$ cat src/rtl/multicycle_control_unit.sv
// Multi-cycle CPU controller: sequences IF/ID/EXE/MEM/WB, decodes the opcode into datapath
// controls, and counts retired instructions.
module multicycle_control_unit #(
  parameter int unsigned CNT_W = 16
) (
  input  logic             CLK,
  input  logic             Reset,
  input  logic [5:0]       opcode,
  input  logic             zero,
  output logic             PCWre,
  output logic [1:0]       PCSrc,
  output logic             IRWre,
  output logic             RegWre,
  output logic             RegDst,
  output logic             ALUSrcB,
  output logic [2:0]       ALUOp,
  output logic             ExtSel,
  output logic             mRD,
  output logic             mWR,
  output logic             DBDataSrc,
  output logic [2:0]       state,
  output logic             halted,
  output logic [CNT_W-1:0] instCount
);

  typedef enum logic [2:0] {
    StIf  = 3'b000,
    StId  = 3'b001,
    StExe = 3'b010,
    StMem = 3'b011,
    StWb  = 3'b100,
    StHlt = 3'b101
  } state_e;

  localparam logic [5:0] OpAdd  = 6'b000000;
  localparam logic [5:0] OpSub  = 6'b000001;
  localparam logic [5:0] OpAddi = 6'b000010;
  localparam logic [5:0] OpOri  = 6'b010010;
  localparam logic [5:0] OpSw   = 6'b110000;
  localparam logic [5:0] OpLw   = 6'b110001;
  localparam logic [5:0] OpBeq  = 6'b110100;
  localparam logic [5:0] OpJ    = 6'b111000;
  localparam logic [5:0] OpHalt = 6'b111111;

  state_e           state_q, state_d;
  logic [CNT_W-1:0] cnt_q, cnt_d;

  logic is_add, is_sub, is_addi, is_ori, is_sw, is_lw, is_beq, is_j, is_halt;
  logic is_alu, is_defined;
  logic pc_we, ir_we, reg_we, mem_we;
  logic [1:0] pc_src;

  assign is_add     = (opcode == OpAdd);
  assign is_sub     = (opcode == OpSub);
  assign is_addi    = (opcode == OpAddi);
  assign is_ori     = (opcode == OpOri);
  assign is_sw      = (opcode == OpSw);
  assign is_lw      = (opcode == OpLw);
  assign is_beq     = (opcode == OpBeq);
  assign is_j       = (opcode == OpJ);
  assign is_halt    = (opcode == OpHalt);
  assign is_alu     = is_add | is_sub | is_addi | is_ori;
  assign is_defined = is_alu | is_sw | is_lw | is_beq | is_j | is_halt;

  // Decode outputs depend on the opcode only, so they are valid in every state.
  assign RegDst    = is_add | is_sub;
  assign ALUSrcB   = is_addi | is_ori | is_lw | is_sw;
  assign ALUOp     = (is_sub | is_beq) ? 3'b001 : (is_ori ? 3'b011 : 3'b000);
  assign ExtSel    = ~is_ori;
  assign DBDataSrc = is_lw;

  always_comb begin
    state_d = state_q;
    pc_we   = 1'b0;
    pc_src  = 2'b00;
    ir_we   = 1'b0;
    reg_we  = 1'b0;
    mem_we  = 1'b0;
    mRD     = 1'b0;
    unique case (state_q)
      StIf: begin
        ir_we   = 1'b1;
        state_d = StId;
      end
      StId: begin
        if (is_j) begin
          pc_we   = 1'b1;
          pc_src  = 2'b10;
          state_d = StIf;
        end else if (is_halt) begin
          state_d = StHlt;
        end else if (!is_defined) begin
          pc_we   = 1'b1;
          state_d = StIf;
        end else begin
          state_d = StExe;
        end
      end
      StExe: begin
        if (is_beq) begin
          pc_we   = 1'b1;
          pc_src  = zero ? 2'b01 : 2'b00;
          state_d = StIf;
        end else if (is_sw || is_lw) begin
          state_d = StMem;
        end else if (is_alu) begin
          state_d = StWb;
        end else begin
          state_d = StIf;
        end
      end
      StMem: begin
        if (is_lw) begin
          mRD     = 1'b1;
          state_d = StWb;
        end else begin
          mem_we  = 1'b1;
          pc_we   = 1'b1;
          state_d = StIf;
        end
      end
      StWb: begin
        reg_we  = 1'b1;
        pc_we   = 1'b1;
        mRD     = is_lw;
        state_d = StIf;
      end
      StHlt:   state_d = StHlt;
      default: state_d = StIf;
    endcase
    // Holding reset suppresses every write so an aborted instruction leaves no trace.
    if (!Reset) begin
      pc_we  = 1'b0;
      pc_src = 2'b00;
      ir_we  = 1'b0;
      reg_we = 1'b0;
      mem_we = 1'b0;
    end
  end

  assign cnt_d = cnt_q + CNT_W'(pc_we);

  always_ff @(posedge CLK) begin
    if (!Reset) begin
      state_q <= StIf;
      cnt_q   <= '0;
    end else begin
      state_q <= state_d;
      cnt_q   <= cnt_d;
    end
  end

  assign PCWre     = pc_we;
  assign PCSrc     = pc_src;
  assign IRWre     = ir_we;
  assign RegWre    = reg_we;
  assign mWR       = mem_we;
  assign state     = state_q;
  assign halted    = (state_q == StHlt);
  assign instCount = cnt_q;

endmodule

$ cat config.mk
export PLATFORM = sky130hd
export DESIGN_NAME = multicycle_control_unit
export DESIGN_NICKNAME = d
export VERILOG_FILES = /design/src/rtl/multicycle_control_unit.sv
export SDC_FILE = /design/constraint.sdc
export NUM_CORES = 1
export LEC_CHECK = 0
export ABC_AREA = 1
export ABC_CLOCK_PERIOD_IN_PS = 2220
export CAP_MARGIN = 20
export CORE_MARGIN = 5
export CORE_UTILIZATION = 55
export CTS_CLUSTER_DIAMETER = 100
export CTS_CLUSTER_SIZE = 24
export DETAILED_ROUTE_END_ITERATION = 6
export DONT_BUFFER_PORTS = 1
export HOLD_SLACK_MARGIN = 0.12
export PLACE_DENSITY = 0.73
export REMOVE_ABC_BUFFERS = 1
export SLEW_MARGIN = 15
export SYNTH_ARGS = -nofsm -noshare
export SYNTH_HDL_FRONTEND = slang
export SYNTH_SLANG_ARGS = --single-unit
$ cat constraint.sdc
create_clock -name CLK -period 2.22 [get_ports CLK]
set_clock_uncertainty 0.1 [all_clocks]
set_input_delay 0.111 -clock CLK [delete_from_list [all_inputs] [get_ports CLK]]
set_output_delay 0.111 -clock CLK [all_outputs]
set_load 0.005 [all_outputs]
* Word-level counts from Yosys, hierarchy flattened
Cells that the tools add are included.
Word-level totals: bits in writable memories 0, logic and storage cells 62, output and inout port bits 34, bits in read-only memories 0, bits in latches 0, memories 0, bits in registers 19, input port bits 9
Operators by class: muxes and demuxes 30, bitwise logic cells 13, reduce and logical (&&, ||, !) cells 3, magnitude comparators 0, div/mod/pow operators 0, add/sub/neg operators 1, $mul 0, equality and inequality tests 13, shift operators 0
Operators by type and width (number):
- equality test 6 bit, second input constant | 5
- two-way mux 3 bit | 6
- adder 16 x 1 -> 16 bit | 1
- two-way mux 1 bit | 15
- case mux 3 bit (5 select lines) | 1
- OR 1 bit | 12
- two-way mux 2 bit | 5
- equality test 3 x 2 -> 1 bit, second input constant | 2
- equality test 3 bit, second input constant | 2
- equality test 6 x 1 -> 1 bit, second input constant | 1
- equality test 6 x 2 -> 1 bit, second input constant | 1
- equality test 6 x 5 -> 1 bit, second input constant | 1
- zero test 6 bit | 1
- case mux 1 bit (4 select lines) | 1
- case mux 2 bit (2 select lines) | 1
- equality test 3 x 1 -> 1 bit, second input constant | 1
- zero test 3 bit | 1
- case mux 1 bit (2 select lines) | 1
- logical OR 1 bit | 1
- inverter 1 bit | 1

* Depth between registers and ports, before layout
Gate-level depths: netlist of the first run.
depth after elaboration 15, depth in mapped cells 20, mapped depth without buffers 20

* Worst setup path before layout of the first run
Ideal clock, no wire load.
kind reg-to-reg, start point reg state_q[2], in the netlist state[2], end point reg cnt_q[14], in the netlist instCount[14], period minus slack after synthesis 2.319 ns, cell stages (with the launch flop) 18, path buffers 0, data arrival time 2.103 ns, path slack -0.099 ns, setup time 0.115 ns, cell sequence dfxtp_1 > inv_1 > nand2_1 > nor2_1 > nand2_1 > and3_1 > a21oi_1 > ha_1 > ha_1 > nand2_1 > inv_2 > nand3_2 > nor2_4 > nand2_2 > nor2_4 > nand2_2 > o21ai_2 > nor2_1
On the way: longest elaborated chain between the ends 4, elaborated cells between the ends (all ways) 7, those cells by class add/sub (1); eq/ne (4); mux (2)
Ends and longest elaborated chain:
- start, declared | line 45 | state_e state_q, state_d;
- start signal, assigned | line 145 | state_q <= StIf;
- start signal, assigned | line 148 | state_q <= state_d;
- equality test 3 bit, or another cell as far along | line 80 | unique case (state_q)
- case mux 1 bit (4 select lines) (*) | line 80
- two-way mux 1 bit (*) | line 132 | if (!Reset) begin
- net PCWre | line 10 | output logic PCWre,
- adder 16 x 1 -> 16 bit (*) | line 141 | assign cnt_d = cnt_q + CNT_W'(pc_we);
- end signal, assigned | line 149 | cnt_q <= cnt_d;
- end, declared | line 46 | logic [CNT_W-1:0] cnt_q, cnt_d;
Mark *: on every way through the listed nets, which the timed path passes. The rest lies on a longest branch. A chain may end at the register's enable or synchronous reset.

* Final worst setup path of the first run
start point reg state_q[0], in the netlist state[0], end point reg cnt_q[14], in the netlist instCount[14]
On the way: longest elaborated chain between the ends 4, elaborated cells between the ends (all ways) 7, those cells by class add/sub (1); eq/ne (4); mux (2)
Ends and longest elaborated chain (line):
- equality test 3 bit, or another cell as far along | 80
- case mux 1 bit (4 select lines) (*) | 80
- two-way mux 1 bit (*) | 132
- adder 16 x 1 -> 16 bit (*) | 141
Every way passes the cells marked *; elsewhere a longest branch is shown, timed or not.

==> summary.md, run 1 <==
| Metric | Value |
|---|---|
| Global route total overflow | 0 |
| Final Hold Viols | 0 |
| Critical path's slowest cell | dfxtp_4 |
| Pwr dens | roughly 390 mW/mm2 |
| Root buffer cell | clkbuf_4 |
| Area leader, netlist | dfxtp_1 |
| Max-cap violations | 0 |
| Hold Crit Depth | 6 |
| Area share of the largest cell type after synthesis | between 30 and 40% |
| Setup TNS | -312 ps |
| Vias | between 1000 and 1500 |
| Met3 Use GR | under 10% |
| Inst Count DP | between 200 and 250 |
| Worst Slack Setup Final | -102 ps |
| RSZ-0062 raised after global routing | true |
| DIE HEIGHT | approximately 56 um |
| Synth area leaders | dfxtp_1 (33%), nand2_1 (10%), inv_1 (7.5%) |
| Largest net degree at the start of global routing | 13 |
| Pre-CTS setup slack | -170 ps |
| Final Power | around 620 uW |
| Die W | 55.6 um |
| Initial Utilization | 57.8% |
| Post-synth EDFFs | 0 |
| Period utilization | 105% |
| Initial DRC count | 31 |
| P_leak | around 0.0006 uW |
| Netlist cell types | 28 |
| CTS Buf Count | 3 |
| CP Capture Type | flop |
| Status | complete, but fails checks |
| Post-synthesis sequential area ratio | between 30% and 40% |
| Ys flop type | dfxtp_1 |
| CTS Sinks | 19 |
| Die ar. | approximately 0.0031 mm2 |
| Layout cells sized above 1 | about 41% |
| Max IR drop VDD | roughly 0.00045 V |
| CP Launch Type | flop |
| Crit path max fanout | 4 |
| Fin crit period | approximately 2300 ps |
| Post-route DRC | 0 |
| Maximum root-to-sink buffer count | 2 |
| Vias in the first global route | around 1200 |
| Maximum operating frequency | 0.431 GHz |
| Violated checks | negative setup slack |
| Syn Area/Cell | approximately 6.7 um2 |
| Hpwl dp | 2.17 mm |
| GP Congestion | around 0.79 |
| Max incr delay on CP | 410 ps |
| M2 GR Usage | between 30 and 40% |
| Met1 Resource Use GR | between 20% and 30% |
| Ant diodes | 0 |
| Critical-path cell list | inv_4 > or2_4 > nor2_4 > nand2_2 > a21oi_4 > ha_4 > ha_4 > nand2_2 > inv_2 > nand3_4 > nor2_4 > nand2_2 > nor2_4 > nand2_2 > o21ai_2 > nor2_1 |
| Min-Delay Endpoint | state[2]$_SDFF_PN0_ |
| Hold_ws | ~190 ps |
| Final Routed Wirelength | 3.38 mm |
| Final setup fails | 6 |
| Hold path startpoint | opcode[1] |
| IO Count | 43 |
| Antenna violations before repair | 0 |
| Worst Path Required | around 2300 ps |
| Port Buffers | 0 |
| Cell with the most instances after synthesis | nand2_1 |
| FF-to-FF End | instCount[14]$_SDFF_PN0_ |
| DR pass1 iterations | 4 |
| H-tree depth | 1 |
| WP data arrival | 2430 ps |
| Synth warn | 0 |
| R2R depth | 16 |
| Layer carrying the most global-route usage | met2 |
| Most used cell, CP | nand2_2 |
| GR Util All Layers | between 20% and 30% |
| Hold WC Path Type | in2reg |
| Cell count after synthesis | ~170 |
| Fin. max-slew vios | 0 |
| Number of non-filler instances in the completed layout | 230 |
| Routed length per instance | approximately 15 um |
| Commonest cells in the netlist | nand2_1 (32), inv_1 (23), nor2_1 (23), dfxtp_1 (19), a21oi_1 (13) |
| Fraction of registers with async set/reset | 0% |
| Reg2Reg Setup Slack | -100 ps |
| Number of routed nets with antenna violations | 0 |
| Area grow syn2layout | 39.0% |
| Clk pin slew, worst setup/hold paths | about 120 ps |
| Synth Cell Area | between 0.001 and 0.0015 mm2 |
| Flops & latches, synth | 19 |
| CORE AREA | 0.00198 mm2 |
| First-pass GRT wire length | 5.22 mm |
| CTS tree | built |
| Crit Path Category | reg2reg |
| Nets | around 220 |
| Vias per cell | 5.36 |
| Latest clock arrival within the worst-skew pair | a little over 300 ps |
| Cell row count | 16 |
| Worst R2R Start | state[0]$_SDFF_PN0_ |
routing by layer:
| layer | part of all wire, % | wire [um] | vias up |
|---|---|---|---|
| met5 | 0 | 0 | - |
| met4 | 0 | 0 | 0 |
| met3 | 7.2 | 242 | 0 |
| met2 | 51 | 1740 | 46 |
| li1 | - | - | 607 |
| met1 | 41 | 1400 | 580 |
power by group:
part | switching [uW] | total [uW] | internal (uW) | leakage [uW]
Combinational | 46.2 | 80.7 | 34.5 | 0.000445
Clock | 119 | 186 | 67.2 | 0.0000177
Sequential | 7.18 | 352 | 345 | 0.000155
Total | 172 | 619 | 447 | 0.000618
flip-flops by register name, indices dropped and copies added, names as in the netlist:
register,count
instCount,16
state,3
final cells by class:
type | instances | area [um2]
Fill cell | 134 | 390
Sequential cell | 19 | 387
Clock inverter | 1 | 5.00
Inverter | 29 | 111
Clock buffer | 3 | 22.5
Multi-Input combinational cell | 121 | 786
Timing Repair Buffer | 30 | 246
Tap cell | 27 | 33.8
through the flow:
step / instance area [um2] / utilization (%)
2_1_floorplan: 1130 / -
3_3_place_gp: 1280 / 64.8
3_5_place_dp: 1280 / 64.8
4_1_cts: 1460 / 73.7
5_1_grt: 1590 / 80.3
6_report: 1590 / 80.3
how the worst max path moves through the flow:
stage	startpoint	slack, ps	cells past startpoint	end
6_report	state[0]$_SDFF_PN0_	-100	16	instCount[14]$_SDFF_PN0_
5_1_grt	state[2]$_SDFF_PN0_	-210	17	instCount[14]$_SDFF_PN0_
4_1_cts	state[0]$_SDFF_PN0_	-40	16	instCount[8]$_SDFF_PN0_
3_5_place_dp	state[0]$_SDFF_PN0_	-170	16	instCount[14]$_SDFF_PN0_
3_3_place_gp	state[0]$_SDFF_PN0_	-100	16	instCount[14]$_SDFF_PN0_
2_1_floorplan	state[2]$_SDFF_PN0_	-100	17	instCount[14]$_SDFF_PN0_
cells by family after synthesis:
family	Yosys count	share of synthesized area (%)
AOI/OAI and AO/OA	23	10.7
adders and majority gates	2	2.19
buffers and inverters	32	10.8
DFF	19	33.2
other	1	0.328
and+or+nand+nor	95	42.7
repair_timing:
| action | 4_1_cts | 5_1_grt |
|---|---|---|
| resized for setup | 22 | 21 |
| endpoints found under the hold margin | 19 | 0 |
| setup endpoints to repair | 8 | 10 |
| hold buffers | 4 | 0 |
| buffers inserted | 6 | 4 |
| pin swaps | 5 | 8 |
worst max-delay path, delay by kind of cell (launching register included):
kind	cells	cell delay (ps)
compound gates	2	270
fa+ha+maj	2	300
simple gates	10	1010
flops	1	410
buf+inv	2	130
cells in the final DEF, fill, tap and decap left out, drive strengths merged, types with 2 or more instances in the layout:
cell	count
o21ai	8
dlygate4sd3	4
dfxtp	19
nand3	12
a21oi	13
ha	2
nor3	5
nor3b	3
inv	29
clkbuf	3
nor2	32
nand4	3
nand2	37
buf	26
Note: power is estimated with default switching activity, not from simulation.
==> inputs of run 2 (changes only) <==
--- a/config.mk
+++ b/config.mk
@@ -8,8 +8,8 @@
 export ABC_AREA = 1
 export ABC_CLOCK_PERIOD_IN_PS = 2220
 export CAP_MARGIN = 20
-export CORE_MARGIN = 5
 export CORE_UTILIZATION = 55
+export CTS_BUF_LIST = sky130_fd_sc_hd__clkbuf_2
 export CTS_CLUSTER_DIAMETER = 100
 export CTS_CLUSTER_SIZE = 24
 export DETAILED_ROUTE_END_ITERATION = 6
==> run 2 against run 1 <==
Worst hold slack got worse by 83 ps. The flow still finishes with violations (negative setup slack). Register-to-register slack lost 90 ps. Critical path depth is 1 higher. Clock power decreased by 14%. First-iteration DRC count grew to 2.8 times the previous value. Flip-flop and latch count unchanged. Global-route usage increased by 12 points. Cell count up 7.0%. Maximum frequency is 3.9% lower. Non-clock buffer count grew 16. Highest routed layer is now met4.
==> summary.md, run 2 (synthesis gave the netlist of run 1 again) <==
| Metric | Value |
|---|---|
| Maximum operating frequency | 0.414 GHz (-3.9%) |
| Max incr delay on CP | 380 ps (-30 ps) |
| Latest clock arrival within the worst-skew pair | 340 ps (+30 ps) |
| Hpwl dp | 2.04 mm (-6.0%) |
| CP Capture Type | flop |
| Pre-CTS setup slack | -183 ps (-13.4 ps) |
| CTS tree | built |
| Commonest cells after routing, fill and taps aside | buf_4 (39), nand2_1 (25), inv_1 (20) |
| Delay-heaviest family, CP | simple AND/OR/NAND/NOR gates |
| Area grow syn2layout | 44.8% |
| Placed cell area | 0.00129 mm2 (+0.59%) |
| Clk pin slew, worst setup/hold paths | 190 ps (+70 ps) |
| DIE HEIGHT | 47.6 um (-14%) |
| Worst Slack Setup Final | -197 ps (-94.7 ps) |
| Number of routed nets with antenna violations | 0 (unchanged) |
| CTS Sinks | 19 (unchanged) |
| Nets | 231 (+7.4%) |
| Crit path max fanout | 3 (-1) |
| Routed length per instance | 16.4 um (+12%) |
| RSZ-0062 raised after global routing | true |
| DR pass1 iterations | 7 (+3) |
| IO Count | 43 (unchanged) |
| CP Launch Type | flop |
| Fin. max-slew vios | 0 (unchanged) |
| Status | complete, but fails checks |
| Die ar. | 0.00227 mm2 (-27%) |
| Vias in the first global route | 1220 (+0.91%) |
| Final setup fails | 11 (+5) |
| Relative slew slack | between 60% and 70% |
| Vias per cell | 5.96 (+11%) |
| Fin crit period | 2420 ps (+94.7 ps) |
| CTS Buf Count | 3 (unchanged) |
| Maximum root-to-sink buffer count | 2 (unchanged) |
| Number of flip-flops under the largest register name | 16 (unchanged) |
| Hold WC Path Type | in2reg |
| Final Hold Viols | 0 (unchanged) |
| Global route total overflow | 0 (unchanged) |
| CORE AREA | 0.00196 mm2 (-1.0%) |
| Max-cap violations | 0 (unchanged) |
| H-tree depth | 1 (unchanged) |
| Worst path bufs/invs | 2 (unchanged) |
| Root buffer cell | clkbuf_2 |
| Largest net degree at the start of global routing | 13 (unchanged) |
| GP Congestion | 0.848 (+7.9%) |
| Period utilization | 109% (+4.3 points) |
| P_leak | 0.000704 uW (+14%) |
| Initial DRC count | 87 (+180%) |
| Violated checks | negative setup slack |
| Commonest non-fill, non-tap cell in the layout | buf_4 |
| Layout cells sized above 1 | 44.3% (+3.4 points) |
| Critical-path cell list | inv_2 > nand2_2 > nor2_2 > nand2_1 > and3_4 > a21oi_2 > ha_2 > ha_4 > nand2_2 > inv_2 > nand3_4 > nor2_4 > nand2_2 > nor2_4 > nand2_2 > o21ai_2 > nor2_1 |
| Post-route DRC | 0 (unchanged) |
| Cell row count | 16 (unchanged) |
| Initial Utilization | 58.4% (+0.59 points) |
| GR Util All Layers | 32.6% (+12 points) |
| Finished Cell Area | 0.00166 mm2 (+4.2%) |
| Pwr dens | 373 mW/mm2 (-4.1%) |
| Crit Path Category | reg2reg |
| First-pass GRT wire length | 4.97 mm (-4.8%) |
| Antenna violations before repair | 0 (unchanged) |
| Ant diodes | 0 (unchanged) |
| WP data arrival | 2590 ps (+160 ps) |
| Setup TNS | -1460 ps (-1150 ps) |
| Vias | 1467 (+19%) |
| Port Buffers | 0 (unchanged) |
| Final Routed Wirelength | 4.04 mm (+19%) |
| Die W | 47.6 um (-14%) |
| Critical path's slowest cell | dfxtp_2 |
| Most used cell, CP | nand2_2 |
| Worst Path Required | 2390 ps (+60 ps) |
| Worst-margin pin slew | ~530 ps |
| Max IR drop VDD | 0.000339 V (-25%) |
run 2: changes by cell type in the layout (fill, tap and decap cells not counted), sizes merged:
cell	change
buf	+16
run 2: area by class of cell:
| class | instances | area, um2 |
|---|---|---|
| Clock buffer | 3 | 15.0 |
| Clock inverter | 1 | 5.00 |
| Fill cell | 107 | 304 |
| Inverter | 29 | 111 |
| Multi-Input combinational cell | 121 | 739 |
| Sequential cell | 19 | 387 |
| Tap cell | 27 | 33.8 |
| Timing Repair Buffer | 46 | 367 |
run 2: final timing paths:
path | startpoint | end | slack, ps | depth (start not counted)
max | state[2]$_SDFF_PN0_ | instCount[14]$_SDFF_PN0_ | -200 | 17
max reg2reg | state[2]$_SDFF_PN0_ | instCount[14]$_SDFF_PN0_ | -200 | 17
min | opcode[3] | state[2]$_SDFF_PN0_ | 110 | 6
min reg2reg | instCount[15]$_SDFF_PN0_ | instCount[15]$_SDFF_PN0_ | 420 | 2
run 2: what timing repair did:
action                                  4_1_cts  5_1_grt
endpoints found under the setup margin        5       14
cloned                                        0        0
pin swaps                                     7        9
buffers inserted                             21        4
endpoints found under the hold margin        19        0
hold buffers                                  5        0
gates resized for setup                      20       17
run 2: power breakdown:
part           internal [uW]  total [uW]  switching, uW
registers                346         351           5.09
clock network           40.7         160            120
logic                   52.2         107           55.2
total                    439         619            180
run 2: routing by layer:
layer	vias to the layer above	wire length, um	GRT usage (%)
li1	645	-	-
met1	691	1410	31.5
met2	105	2140	63.8
met3	26	318	6.42
met4	0	170	17.8
met5	-	0	0
run 2: through the flow:
step	hold slack, ps	total power, uW	instances	utilization (%)
CTS	134	595	243	80.5
detailed placement	118	416	213	65.8
global placement	113	414	213	65.8
floorplan	104	395	169	-
global route	136	640	246	84.5
finish	105	619	246	84.5
run 2: worst register-to-register path, delay by kind of cell, from the launching register on:
family                     cells  cell delay (ps)
AOI/OAI and AO/OA              2              270
adders and majority gates      2              370
buffers and inverters          2              140
DFF                            1              380
and+or+nand+nor               11             1090
==> inputs of run 3 (changes only) <==
--- a/config.mk
+++ b/config.mk
@@ -8,14 +8,14 @@
 export ABC_AREA = 1
 export ABC_CLOCK_PERIOD_IN_PS = 2220
 export CAP_MARGIN = 20
-export CORE_UTILIZATION = 55
+export CORE_UTILIZATION = 58
 export CTS_BUF_LIST = sky130_fd_sc_hd__clkbuf_2
 export CTS_CLUSTER_DIAMETER = 100
 export CTS_CLUSTER_SIZE = 24
 export DETAILED_ROUTE_END_ITERATION = 6
 export DONT_BUFFER_PORTS = 1
 export HOLD_SLACK_MARGIN = 0.12
-export PLACE_DENSITY = 0.73
+export PLACE_DENSITY = 0.76
 export REMOVE_ABC_BUFFERS = 1
 export SLEW_MARGIN = 15
 export SYNTH_ARGS = -nofsm -noshare
==> run 3 against run 2 <==
The run still ends with negative setup slack left. Critical path type unchanged. Worst hold slack better by 120 ps. Register-to-register slack worse by 110 ps. Critical endpoint is now instCount[10]$_SDFF_PN0_. Core utilization is 9.0 points higher. Sequential share of layout area is 0.14 points lower. Clock-buffer cell count is 1 higher. Routed wire length is 25% higher.
==> summary.md, run 3 (synthesis gave the netlist of run 1 again) <==
| Metric | Value |
|---|---|
| Largest net degree at the start of global routing | 13 (unchanged) |
| Final setup fails | 12 (+1) |
| Clk pin slew, worst setup/hold paths | 190 ps (about the same) |
| Final Power | 619 uW (+0.14%) |
| Fin crit period | 2520 ps (+106 ps) |
| Layout cells sized above 1 | 43.8% (-0.51 points) |
| Antenna violations before repair | 0 (unchanged) |
| Period utilization | 114% (+4.8 points) |
| Hpwl dp | 2.07 mm (+1.6%) |
| Latest clock arrival within the worst-skew pair | 350 ps (about the same) |
| Vias | 1579 (+7.6%) |
| Critical path's slowest cell | dfxtp_2 |
| Fin. max-slew vios | 0 (unchanged) |
| First-pass GRT wire length | 4.77 mm (-4.2%) |
| Root buffer cell | clkbuf_2 |
| H-tree depth | 1 (unchanged) |
| Initial DRC count | 163 (+87%) |
| Max-cap violations | 0 (unchanged) |
| GR Util All Layers | 31.5% (-1.1 points) |
| Initial Utilization | 64.2% (+5.9 points) |
| Post-route DRC | 0 (unchanged) |
| Sw frac | 30.1% (+0.97 points) |
| Pwr dens | 371 mW/mm2 (-0.46%) |
| Area grow syn2layout | 45.7% |
| Max IR drop VDD | 0.000383 V (+13%) |
| Routed length per instance | 20.8 um (+27%) |
| Status | complete, but fails checks |
| Die W | 46.4 um (-2.5%) |
| Global route total overflow | 0 (unchanged) |
| Commonest cells after routing, fill and taps aside | buf_4 (39), nand2_1 (25), inv_1 (20) |
| Setup TNS | -2430 ps (-970 ps) |
| RSZ-0062 raised after global routing | true |
| Cell row count | 15 (-1) |
| CTS Sinks | 19 (unchanged) |
| Number of routed nets with antenna violations | 0 (unchanged) |
| Most used cell, CP | nand2_2 |
| P_leak | 0.000694 uW (-1.5%) |
| Vias in the first global route | 1180 (-3.3%) |
| Nets | 229 (-0.87%) |
| Crit Path Category | reg2reg |
| Max incr delay on CP | 400 ps (+20 ps) |
| Commonest non-fill, non-tap cell in the layout | buf_4 |
| Port Buffers | 0 (unchanged) |
| Number of flip-flops under the largest register name | 16 (unchanged) |
| Share of total power in sequential cells | 56.6% (about the same) |
| NetSw | 186 uW (+3.5%) |
| Worst Path Required | 2370 ps (-20 ps) |
| CORE AREA | 0.00178 mm2 (-9.1%) |
| Violated checks | negative setup slack |
| Maximum operating frequency | 0.396 GHz (-4.2%) |
| DR pass1 iterations | 7 (unchanged) |
| CP Launch Type | flop |
| Hold WC Path Type | in2reg |
| Power share of the clock group | 27.0% (+1.1 points) |
| WP data arrival | 2670 ps (+80 ps) |
| Worst Slack Setup Final | -302 ps (-106 ps) |
| Final Routed Wirelength | 5.04 mm (+25%) |
| Ant diodes | 0 (unchanged) |
| IO Count | 43 (unchanged) |
| DIE HEIGHT | 46.4 um (-2.5%) |
| Final Hold Viols | 0 (unchanged) |
| Internal power | 433 uW (-1.2%) |
| CTS tree | built |
| Crit path max fanout | 2 (-1) |
| Vias per cell | 6.52 (+9.4%) |
| CP Capture Type | flop |
| GP Congestion | 0.817 (-3.6%) |
| CTS Buf Count | 3 (unchanged) |
| Die ar. | 0.00216 mm2 (-5.0%) |
| Critical-path cell list | inv_2 > or2_4 > nor2_4 > nand2_2 > a21oi_4 > ha_4 > ha_4 > nand2_2 > inv_2 > nand3_4 > nor2_4 > nand2_2 > buf_4 > o21ai_1 > a21oi_1 |
| Maximum root-to-sink buffer count | 2 (unchanged) |
| Comb pwr share | 16.3% (-1.1 points) |
-- run 3: cell count changes in the layout (fill, tap and decap cells not counted), sizes merged --
cell,previous run,this run
clkbuf,3,4
buf,42,40
clkinv,1,0
-- run 3: final timing paths --
| path | slack (ps) | startpoint | cells after the start | endpoint |
|---|---|---|---|---|
| setup / recovery | -300 | state[0]$_SDFF_PN0_ | 15 | instCount[10]$_SDFF_PN0_ |
| hold / removal | 230 | opcode[3] | 6 | state[1]$_SDFF_PN0_ |
| setup reg to reg | -300 | state[0]$_SDFF_PN0_ | 15 | instCount[10]$_SDFF_PN0_ |
| hold reg to reg | 420 | instCount[15]$_SDFF_PN0_ | 2 | instCount[15]$_SDFF_PN0_ |
-- run 3: power by group through the flow --
stage	logic (uW)	registers [uW]	clock network, uW
floorplan	39.5	356	0
global placement	54.1	356	0
detailed placement	56.8	356	0
CTS	82.3	349	153
global route	106	351	176
finish	101	351	167
-- run 3: timing repair --
| item | in CTS | in global routing |
|---|---|---|
| setup buffers | 17 | 6 |
| pin swaps | 9 | 13 |
| hold buffers | 4 | 0 |
| endpoints found under the hold margin | 19 | 0 |
| setup endpoints to repair | 7 | 10 |
| resized for setup | 22 | 19 |
-- run 3: final cells by class --
type,instances,area [um2]
multi-input cells,121,777
flip-flops and latches,19,387
repair buffers,44,344
fillers,67,115
inverters,29,109
well taps,25,31.3
clock buffers,4,20.0
-- run 3: layer usage --
metal / vias up / track usage (%) / part of all wire (%)
li1: 634 / - / -
met1: 685 / 34.7 / 33
met2: 183 / 54.4 / 43
met3: 77 / 11.0 / 14
met4: 0 / 12.4 / 10
met5: - / 0 / 0
-- run 3: critical path: cells and delay by family (launching register included) --
kind | cells | cell delay, ps
AOI/OAI and AO/OA | 3 | 410
adders and majority gates | 2 | 310
buffers and inverters | 3 | 310
DFF | 1 | 400
and+or+nand+nor | 7 | 880
-- run 3: per-stage QoR --
stage	hold slack, ps	setup WS (ps)	instance area [um2]	utilization (%)	instances
floorplan	104	-98.8	1130	-	169
global placement	109	-97.7	1290	72.3	211
detailed placement	125	-219	1290	72.3	211
CTS	128	-50.4	1550	87.2	236
global route	228	-391	1670	93.5	242
finish	228	-302	1670	93.5	242
